File: src/rtl/wb_sdram_arbiter_if.sv
// Bus bundle between NM Wishbone masters, the round-robin arbiter and the
// single Wishbone slave port of the SDRAM controller.
// The arbiter acts as the slave of the masters' bus, so it takes the "slave"
// modport. The environment (masters plus SDRAM side) takes the "master" modport.
interface wb_sdram_arbiter_if #(
  parameter int NM = 3,
  parameter int AW = 26,
  parameter int DW = 32
);
  logic [NM-1:0]        m_cyc_i;
  logic [NM-1:0]        m_stb_i;
  logic [NM-1:0]        m_we_i;
  logic [NM*AW-1:0]     m_addr_i;
  logic [NM*DW-1:0]     m_dat_i;
  logic [NM*DW/8-1:0]   m_sel_i;
  logic [NM*3-1:0]      m_cti_i;
  logic [NM-1:0]        m_ack_o;
  logic [NM-1:0]        m_err_o;
  logic [DW-1:0]        m_dat_o;
  logic                 s_cyc_o;
  logic                 s_stb_o;
  logic                 s_we_o;
  logic [AW-1:0]        s_addr_o;
  logic [DW-1:0]        s_dat_o;
  logic [DW/8-1:0]      s_sel_o;
  logic [2:0]           s_cti_o;
  logic                 s_ack_i;
  logic [DW-1:0]        s_dat_i;

  modport slave (
    input  m_cyc_i, m_stb_i, m_we_i, m_addr_i, m_dat_i, m_sel_i, m_cti_i,
    input  s_ack_i, s_dat_i,
    output m_ack_o, m_err_o, m_dat_o,
    output s_cyc_o, s_stb_o, s_we_o, s_addr_o, s_dat_o, s_sel_o, s_cti_o
  );

  modport master (
    output m_cyc_i, m_stb_i, m_we_i, m_addr_i, m_dat_i, m_sel_i, m_cti_i,
    output s_ack_i, s_dat_i,
    input  m_ack_o, m_err_o, m_dat_o,
    input  s_cyc_o, s_stb_o, s_we_o, s_addr_o, s_dat_o, s_sel_o, s_cti_o
  );
endinterface

File: src/rtl/wb_sdram_arbiter.sv
// Round-robin Wishbone arbiter letting NM masters share the single slave port
// of the SDRAM controller. A master keeps the bus for as long as it holds cyc
// (bursts and back-to-back singles), and every tenure ends with one RELEASE
// cycle in which the slave sees cyc/stb low.
// Optional ack watchdog: define WB_ARB_WATCHDOG_EN to abort a tenure with a
// one-cycle m_err_o pulse after TIMEOUT stalled strobe cycles.
module wb_sdram_arbiter #(
  parameter int NM      = 3,
  parameter int AW      = 26,
  parameter int DW      = 32,
  parameter int TIMEOUT = 255
) (
  input  logic                  wb_clk_i,
  input  logic                  wb_resetn,
  wb_sdram_arbiter_if.slave     bus,
  output logic [NM-1:0]         grant_o,
  output logic                  busy_o
);

  localparam int PW = (NM > 1) ? $clog2(NM) : 1;
  localparam int SW = DW / 8;

  typedef enum logic [1:0] {IDLE, BUS, RELEASE} state_t;

  state_t          state, state_nxt;
  logic [PW-1:0]   gidx, gidx_nxt;
  logic [PW-1:0]   last_ptr, last_ptr_nxt;
  logic [NM-1:0]   grant_nxt;
  logic            req_found;
  logic [PW-1:0]   req_idx;
  logic [PW-1:0]   cand;
  logic            timeout_hit;

`ifdef WB_ARB_WATCHDOG_EN
  logic [15:0]     wd_cnt;

  // Count stalled strobe cycles of the current tenure; any ack restarts the count.
  always_ff @(posedge wb_clk_i or negedge wb_resetn) begin
    if (!wb_resetn) begin
      wd_cnt <= '0;
    end else if (state != BUS || bus.s_ack_i) begin
      wd_cnt <= '0;
    end else if (bus.s_stb_o && wd_cnt != 16'(TIMEOUT)) begin
      wd_cnt <= wd_cnt + 16'd1;
    end
  end

  assign timeout_hit = (state == BUS) && (wd_cnt == 16'(TIMEOUT));
`else
  assign timeout_hit = 1'b0;
`endif

  // Pick the first requester after the last owner, wrapping modulo NM.
  always_comb begin
    req_found = 1'b0;
    req_idx   = '0;
    cand      = '0;
    for (int i = 1; i <= NM; i++) begin
      cand = PW'((int'(last_ptr) + i) % NM);
      if (!req_found && bus.m_cyc_i[cand]) begin
        req_found = 1'b1;
        req_idx   = cand;
      end
    end
  end

  // State, owner index, round-robin pointer and registered grant.
  always_ff @(posedge wb_clk_i or negedge wb_resetn) begin
    if (!wb_resetn) begin
      state    <= IDLE;
      gidx     <= '0;
      last_ptr <= PW'(NM - 1);
      grant_o  <= '0;
    end else begin
      state    <= state_nxt;
      gidx     <= gidx_nxt;
      last_ptr <= last_ptr_nxt;
      grant_o  <= grant_nxt;
    end
  end

  // Tenure sequencing plus per-master ack/err steering.
  always_comb begin
    state_nxt    = state;
    gidx_nxt     = gidx;
    last_ptr_nxt = last_ptr;
    grant_nxt    = grant_o;
    bus.m_ack_o  = '0;
    bus.m_err_o  = '0;
    case (state)
      IDLE: begin
        if (req_found) begin
          state_nxt          = BUS;
          gidx_nxt           = req_idx;
          grant_nxt          = '0;
          grant_nxt[req_idx] = 1'b1;
        end
      end
      BUS: begin
        if (timeout_hit) begin
          bus.m_err_o[gidx] = 1'b1;
          state_nxt         = RELEASE;
          last_ptr_nxt      = gidx;
          grant_nxt         = '0;
        end else begin
          bus.m_ack_o[gidx] = bus.s_ack_i;
          if (!bus.m_cyc_i[gidx]) begin
            state_nxt    = RELEASE;
            last_ptr_nxt = gidx;
            grant_nxt    = '0;
          end
        end
      end
      RELEASE: begin
        state_nxt = IDLE;
        grant_nxt = '0;
      end
      default: begin
        state_nxt = IDLE;
        grant_nxt = '0;
      end
    endcase
  end

  // Route the owner's request to the slave; everything stays low outside BUS.
  always_comb begin
    bus.s_cyc_o  = 1'b0;
    bus.s_stb_o  = 1'b0;
    bus.s_we_o   = 1'b0;
    bus.s_addr_o = '0;
    bus.s_dat_o  = '0;
    bus.s_sel_o  = '0;
    bus.s_cti_o  = '0;
    if (state == BUS) begin
      bus.s_cyc_o  = bus.m_cyc_i[gidx];
      bus.s_stb_o  = bus.m_stb_i[gidx];
      bus.s_we_o   = bus.m_we_i[gidx];
      bus.s_addr_o = bus.m_addr_i[int'(gidx)*AW +: AW];
      bus.s_dat_o  = bus.m_dat_i[int'(gidx)*DW +: DW];
      bus.s_sel_o  = bus.m_sel_i[int'(gidx)*SW +: SW];
      bus.s_cti_o  = bus.m_cti_i[int'(gidx)*3 +: 3];
    end
  end

  assign bus.m_dat_o = bus.s_dat_i;
  assign busy_o      = (state == BUS);

endmodule

File: src/flat_wrapper.sv
// flat-port wrapper written by rule: the top's interface ports become plain ports
module wb_sdram_arbiter_flat 
#(
  parameter int NM      = 3,
  parameter int AW      = 26,
  parameter int DW      = 32,
  parameter int TIMEOUT = 255
)
  (wb_clk_i, wb_resetn, grant_o, busy_o, bus_m_cyc_i, bus_m_stb_i, bus_m_we_i, bus_m_addr_i, bus_m_dat_i, bus_m_sel_i, bus_m_cti_i, bus_s_ack_i, bus_s_dat_i, bus_m_ack_o, bus_m_err_o, bus_m_dat_o, bus_s_cyc_o, bus_s_stb_o, bus_s_we_o, bus_s_addr_o, bus_s_dat_o, bus_s_sel_o, bus_s_cti_o);
  wb_sdram_arbiter_if #(.NM(NM), .AW(AW), .DW(DW)) bus_i ();
  input  logic wb_clk_i;
  input  logic wb_resetn;
  output logic [NM-1:0] grant_o;
  output logic busy_o;
  input wire logic [$bits(bus_i.m_cyc_i)-1:0] bus_m_cyc_i;
  input wire logic [$bits(bus_i.m_stb_i)-1:0] bus_m_stb_i;
  input wire logic [$bits(bus_i.m_we_i)-1:0] bus_m_we_i;
  input wire logic [$bits(bus_i.m_addr_i)-1:0] bus_m_addr_i;
  input wire logic [$bits(bus_i.m_dat_i)-1:0] bus_m_dat_i;
  input wire logic [$bits(bus_i.m_sel_i)-1:0] bus_m_sel_i;
  input wire logic [$bits(bus_i.m_cti_i)-1:0] bus_m_cti_i;
  input wire logic [$bits(bus_i.s_ack_i)-1:0] bus_s_ack_i;
  input wire logic [$bits(bus_i.s_dat_i)-1:0] bus_s_dat_i;
  output wire logic [$bits(bus_i.m_ack_o)-1:0] bus_m_ack_o;
  output wire logic [$bits(bus_i.m_err_o)-1:0] bus_m_err_o;
  output wire logic [$bits(bus_i.m_dat_o)-1:0] bus_m_dat_o;
  output wire logic [$bits(bus_i.s_cyc_o)-1:0] bus_s_cyc_o;
  output wire logic [$bits(bus_i.s_stb_o)-1:0] bus_s_stb_o;
  output wire logic [$bits(bus_i.s_we_o)-1:0] bus_s_we_o;
  output wire logic [$bits(bus_i.s_addr_o)-1:0] bus_s_addr_o;
  output wire logic [$bits(bus_i.s_dat_o)-1:0] bus_s_dat_o;
  output wire logic [$bits(bus_i.s_sel_o)-1:0] bus_s_sel_o;
  output wire logic [$bits(bus_i.s_cti_o)-1:0] bus_s_cti_o;
  assign bus_i.m_cyc_i = bus_m_cyc_i;
  assign bus_i.m_stb_i = bus_m_stb_i;
  assign bus_i.m_we_i = bus_m_we_i;
  assign bus_i.m_addr_i = bus_m_addr_i;
  assign bus_i.m_dat_i = bus_m_dat_i;
  assign bus_i.m_sel_i = bus_m_sel_i;
  assign bus_i.m_cti_i = bus_m_cti_i;
  assign bus_i.s_ack_i = bus_s_ack_i;
  assign bus_i.s_dat_i = bus_s_dat_i;
  assign bus_m_ack_o = bus_i.m_ack_o;
  assign bus_m_err_o = bus_i.m_err_o;
  assign bus_m_dat_o = bus_i.m_dat_o;
  assign bus_s_cyc_o = bus_i.s_cyc_o;
  assign bus_s_stb_o = bus_i.s_stb_o;
  assign bus_s_we_o = bus_i.s_we_o;
  assign bus_s_addr_o = bus_i.s_addr_o;
  assign bus_s_dat_o = bus_i.s_dat_o;
  assign bus_s_sel_o = bus_i.s_sel_o;
  assign bus_s_cti_o = bus_i.s_cti_o;
  wb_sdram_arbiter #(.NM(NM), .AW(AW), .DW(DW), .TIMEOUT(TIMEOUT)) u_core (.wb_clk_i(wb_clk_i), .wb_resetn(wb_resetn), .bus(bus_i), .grant_o(grant_o), .busy_o(busy_o));
endmodule
File: config.mk
export PLATFORM = sky130hd
export DESIGN_NAME = wb_sdram_arbiter_flat
export DESIGN_NICKNAME = d
export VERILOG_FILES = /design/src/rtl/wb_sdram_arbiter_if.sv /design/src/rtl/wb_sdram_arbiter.sv /design/src/flat_wrapper.sv
export SDC_FILE = /design/constraint.sdc
export NUM_CORES = 1
export LEC_CHECK = 0
export CAP_MARGIN = 20
export CELL_PAD_IN_SITES_DETAIL_PLACEMENT = 1
export CELL_PAD_IN_SITES_GLOBAL_PLACEMENT = 1
export CORE_AREA = 2 2 136 138
export CTS_CLUSTER_SIZE = 10
export DETAILED_ROUTE_END_ITERATION = 7
export DIE_AREA = 0 0 138 140
export PLACE_DENSITY_LB_ADDON = 0.25
export SLEW_MARGIN = 20
export SYNTH_ARGS = -nofsm -noshare
export SYNTH_HDL_FRONTEND = slang
export SYNTH_SLANG_ARGS = --single-unit
File: constraint.sdc
create_clock -name wb_clk_i -period 3 [get_ports wb_clk_i]
set_input_delay 0.6 -clock wb_clk_i [delete_from_list [all_inputs] [get_ports wb_clk_i]]
set_output_delay 0.6 -clock wb_clk_i [all_outputs]
set_load 0.01 [all_outputs]
# Yosys cells after proc, flatten, opt, wreduce, memory -nomap -nowiden
# Index checks and enable logic that the tools add are counted.
# Widths: inputs -> output; s select.
totals:
  regBits: 9
  in_bits: 239
  ram_bits: 0
  latch_bits: 0
  output_inout_bits: 110
  wordCells: 74
  romBits: 0
  mem_count: 0
classes:
  multipliers: 2
  n_div: 3
  eq_ne: 3
  shift: 4
  n_lt_le_gt_ge: 7
  add_sub_neg: 3
  mux: 36
  bitwise: 2
  reduce_logical: 10
ops:
  columns: ["op", "count"]
  rows:
  - ["$mod 32x3->32 const B", 3]
  - ["$shiftx 96x8->32", 1]
  - ["$shiftx 78x32->26", 1]
  - ["$mux 32", 1]
  - ["$shiftx 9x32->3", 1]
  - ["$mux 26", 1]
  - ["$lt 2x3->1 const B", 5]
  - ["$mux 1", 14]
  - ["$bmux 1 s2", 6]
  - ["$mux 3", 4]
  - ["$shiftx 12x5->4", 1]
  - ["$mux 2", 5]
  - ["$add 2x2->3 const B", 2]
  - ["$mul 2x4->6 const B", 1]
  - ["$pmux 3 s2", 1]
  - ["$reduce_and 2->1", 3]
  - ["$demux 1 s2", 2]
  - ["$ge 2x1->1 const B", 2]
  - ["$logic_and 1x1->1", 4]
  - ["$mul 2x2->4 const B", 1]
  - ["$mux 4", 1]
  - ["$pmux 2 s2", 1]
  - ["$add 2x1->3 const B", 1]
  - ["$and 3x3->3", 1]
  - ["other kinds (6)", 7]

# Longest topological paths before layout
depth:
  word_depth: 17
  mapped_depth: 8
  ltp_nobuf: 7

# Worst setup path before layout
# Ideal clock, no wire load.
synth_path:
  path_kind: "register to output"
  start: "reg u_core.gidx[1]"
  end: "out bus_s_cti_o[0]"
  path_buffers: 4
  path_stages_with_launch: 8
  arrival_time_ns: 1.394
  slack_ns: 1.006
  cell_sequence: "dfrtp_1 -> buf_2 -> nor2b_1 -> clkbuf_1 -> buf_2 -> buf_2 -> a21oi_1 -> nor2_1"
synth_between:
  elab_chain_cells: 3
synth_lines:
  columns: ["item", "line_no", "text"]
  rows:
  - ["from (decl)", "wb_sdram_arbiter.sv:26", "logic [PW-1:0] gidx, gidx_nxt;"]
  - ["from (signal assigned)", "wb_sdram_arbiter.sv:76", "gidx <= gidx_nxt;"]
  - ["$mul 2x2->4", "wb_sdram_arbiter.sv:141", "bus.s_cti_o = bus.m_cti_i[int'(gidx)*3 +: 3];"]
  - ["$shiftx 9x32->3", "wb_sdram_arbiter.sv:141", null]
  - ["$mux 3", "wb_sdram_arbiter.sv:134", "if (state == BUS) begin"]
  - ["to (decl)", "flat_wrapper.sv:33", "output wire logic [$bits(bus_i.s_cti_o)-1:0] bus_s_cti_o;"]
# No other way between the ends.

# Worst setup path in the final report
layout_path:
  start: "reg u_core.state[1]"
  end: "out bus_m_ack_o[2]"
layout_between:
  elab_chain_cells: 2
layout_lines:
  columns: ["item", "line_no", "text"]
  rows:
  - ["from (decl)", "wb_sdram_arbiter.sv:25", "state_t state, state_nxt;"]
  - ["from (signal assigned)", "wb_sdram_arbiter.sv:75", "state <= state_nxt;"]
  - ["$eq 2x1->1", "wb_sdram_arbiter.sv:90", "case (state)"]
  - ["$mux 3", "wb_sdram_arbiter.sv:90", null]
  - ["to (decl)", "flat_wrapper.sv:24", "output wire logic [$bits(bus_i.m_ack_o)-1:0] bus_m_ack_o;"]
# No other way between the ends.

==> summary.md <==
| Metric | Value |
|---|---|
| Outcome | finished, final reports clean |
| Setup tns final | 0 ps |
| First-pass GRT wire length | 22.3 mm |
| Fmax | 356 MHz |
| DRT Wirelength | 14.9 mm |
| Reg clk slew, reported paths | 40 ps |
| Vias post-DR | 3774 |
| Critical path type | flop to output pin |
| Post-synth EDFFs | 0 |
| DRC violations left | 0 |
| Hold EP | u_core.grant_o[2]$_DFFE_PN0P_ |
| Fraction of registers with async set or reset after synthesis | 100% |
| PnR worst setup slack | 190 ps |
| PortBufs | 281 |
| 1st-iter DRT viols | 121 |
| Die width | 138 um |
| Core Box Area | 17800 um2 |
| DP HPWL | 12.0 mm |
| Mapped cell area | 2630 um2 |
| Unique masters post-synth | 37 |
| Routability cong. | 0.836 |
| Max Cap Viol | 0 |
| Critical Path AT | 2210 ps |
| Layout Skew | 0.275 ps |
| Root buf cell | clkbuf_16 |
| Worst hold path type | flop to flop |
| DRT Pass-1 Iters | 4 |
| Dominant cell type by area after synthesis | mux2i_1 |
| Internal power | 2.17 mW |
| Clk sinks | 9 |
| Largest cells by area after synthesis | mux2i_1, nor2_1, a21oi_1 |
| Max FO, Critical Path | 18 |
| Layout area overhead | 111% |
| Worst Path Required | 2400 ps |
| Hold slack | 504 ps |
| Minimum clock period | 2810 ps |
| Pre-CTS WS | 277 ps |
| Sw Pwr | 2.04 mW |
| H-tree levels | 1 |
| Global route overflow | 0 |
| Pin count of the biggest net entering global routing | 73 |
| Sequential power share | 6.5% |
| Post-cts resize count | 0 |
| CP startpoint | u_core.state[1]$_DFFE_PN0P_ |
| CTS Hold Bufs | 0 |
| Share of cells above drive strength 1 | 4.65% |
| Initial antenna violation count | 0 |
| Antenna cells | 0 |
| Slew Limit Fails | 0 |
| CTS tree | done |
| Core Rows | 49 |
| Mean number of vias per cell | 4.32 |
| Worst vdd ir | 0.328 mV |
| Top_reg_cell synth | dfrtp_1 |
| Worst hold start | u_core.grant_o[2]$_DFFE_PN0P_ |
| Reg2reg start | u_core.last_ptr[1]$_DFFE_PN1P_ |
| Ports | 349 |
| Most frequent cell after synthesis | nor2_1 |
| Post-Syn Instances | 414 |
| Worst R2R Setup Slack | 890 ps |
| PwrDens | 757 nW/um2 |
| Reg2reg end | u_core.grant_o[1]$_DFFE_PN0P_ |
| RSZ-0062 raised after global routing | no |
| Clock Latency Late Sink | 230 ps |
| Commonest cells in the netlist | nor2_1, a21oi_1, mux2i_1 |
| Maximum clock insertion buffer count | 2 |
| Endpoints failing setup | 0 |
| Die area | 19300 um2 |
| Total CTS buffers | 3 |
| Fin crit share | 93.7% |
| Register-to-Register Path Depth | 7 |
| Antenna-violating nets left | 0 |
| Startpoint Class | flop |
| WL/cell | 17.0 um |
| Ys Warns | 0 |
| Clock Power Share | 5.6% |
| GRT Overall Usage | 14.2% |
| Vias in the first global route | 3856 |
| Final hold vios | 0 |
| #FFs+latches synth | 9 |
| CP Capture Type | output pin |
| Sw Share | 48.4% |
| Post CTS Setup Buffer Count | 0 |
| Final instance area | 5560 um2 |
| Die Span Y | 140 um |
| Seq/Total Area, Yosys | 8.61% |
| Pleak | 2.27 nW |
| Part of the power in combinational logic | 87.9% |
| Synthesized area per cell | 6.35 um2 |
| Post-Place Cell Area | 5450 um2 |
| WHS Path Cells | 1 |
| Initial Utilization | 14.8% |
| Layout net count | 888 |
| Post-synth top area share | 26.7% |
-- power groups by stage --
stage / Sequential [mW] / Clock [mW] / Combinational (mW)
2_1_floorplan: 0.216 / 0 / 2.19
3_3_place_gp: 0.299 / 0 / 3.67
3_5_place_dp: 0.301 / 0 / 3.71
4_1_cts: 0.302 / 0.238 / 3.73
5_1_grt: 0.287 / 0.245 / 4.07
6_report: 0.275 / 0.235 / 3.70
-- worst max-delay path by stage --
stage	to	slack (ps)	cells past startpoint
finish	bus_m_ack_o[2]	190	5
global route	bus_m_ack_o[2]	0.7	5
global placement	bus_s_cyc_o	300	6
floorplan	bus_s_cti_o[0]	1010	7
CTS	bus_s_sel_o[3]	80	6
detailed placement	bus_s_cyc_o	280	5
-- per-layer routing --
| metal | GRT usage (%) | wire, um | vias to the layer above |
|---|---|---|---|
| met2 | 26.7 | 7640 | 170 |
| met5 | 0 | 0 | - |
| met3 | 3.49 | 1020 | 26 |
| met1 | 16.4 | 5940 | 1765 |
| li1 | - | - | 1813 |
| met4 | 2.36 | 252 | 0 |
-- layout make-up --
type	instances	area, um2
fill	2151	12200
timing repair buffer	296	2980
multi-input combinational	329	1960
tap	229	287
sequential	9	231
clock buffer	4	78.8
inverter	7	26.3
-- registers in the layout, summed over array words and instances (netlist names) --
name / count
u_core.gidx: 2
u_core.state: 2
u_core.last_ptr: 2
u_core.grant_o: 3
-- cell families (layout without fill, tap and decap cells) --
logic type,Yosys count,count (layout),synth area share [%]
AO/OA/AOI/OAI,92,92,20.6
other,1,3,0.143
adder cells (fa/ha/maj),3,3,1.43
flip-flops,9,9,8.62
buffers and inverters,78,307,17.5
multiplexers,72,72,27.5
AND/OR/NAND/NOR,159,159,24.2
-- through the flow --
stage,instances,power [mW],utilization [%]
final,874,4.21,31.3
after global routing,874,4.60,31.3
after CTS,870,4.27,31.1
after detailed placement,866,4.01,30.6
after global placement,866,3.97,30.6
after floorplan,416,2.41,-
-- layout by cell type (no fill, tap or decap), types with 2 or more instances in the layout --
master,instances
clkdlybuf4s50_1,281
nor2_1,139
mux2i_1,70
a21oi_1,70
buf_4,11
inv_1,7
o21ai_0,6
dfrtp_1,6
nand2_1,4
nand2b_1,4
buf_12,4
nor2b_1,3
ha_1,3
conb_1,3
clkbuf_16,3
o2bb2ai_1,2
a21oi_2,2
a22o_1,2
nand3_1,2
mux2_2,2
-- worst max-delay path: stages, from the launching register on --
cell and delay, ps:
dfrtp_1 400, nand2b_2 390, inv_1 270, nand2_1 110, nor3b_1 220, clkdlybuf4s50_1 580
No activity file was read; power rests on OpenSTA's default activity.
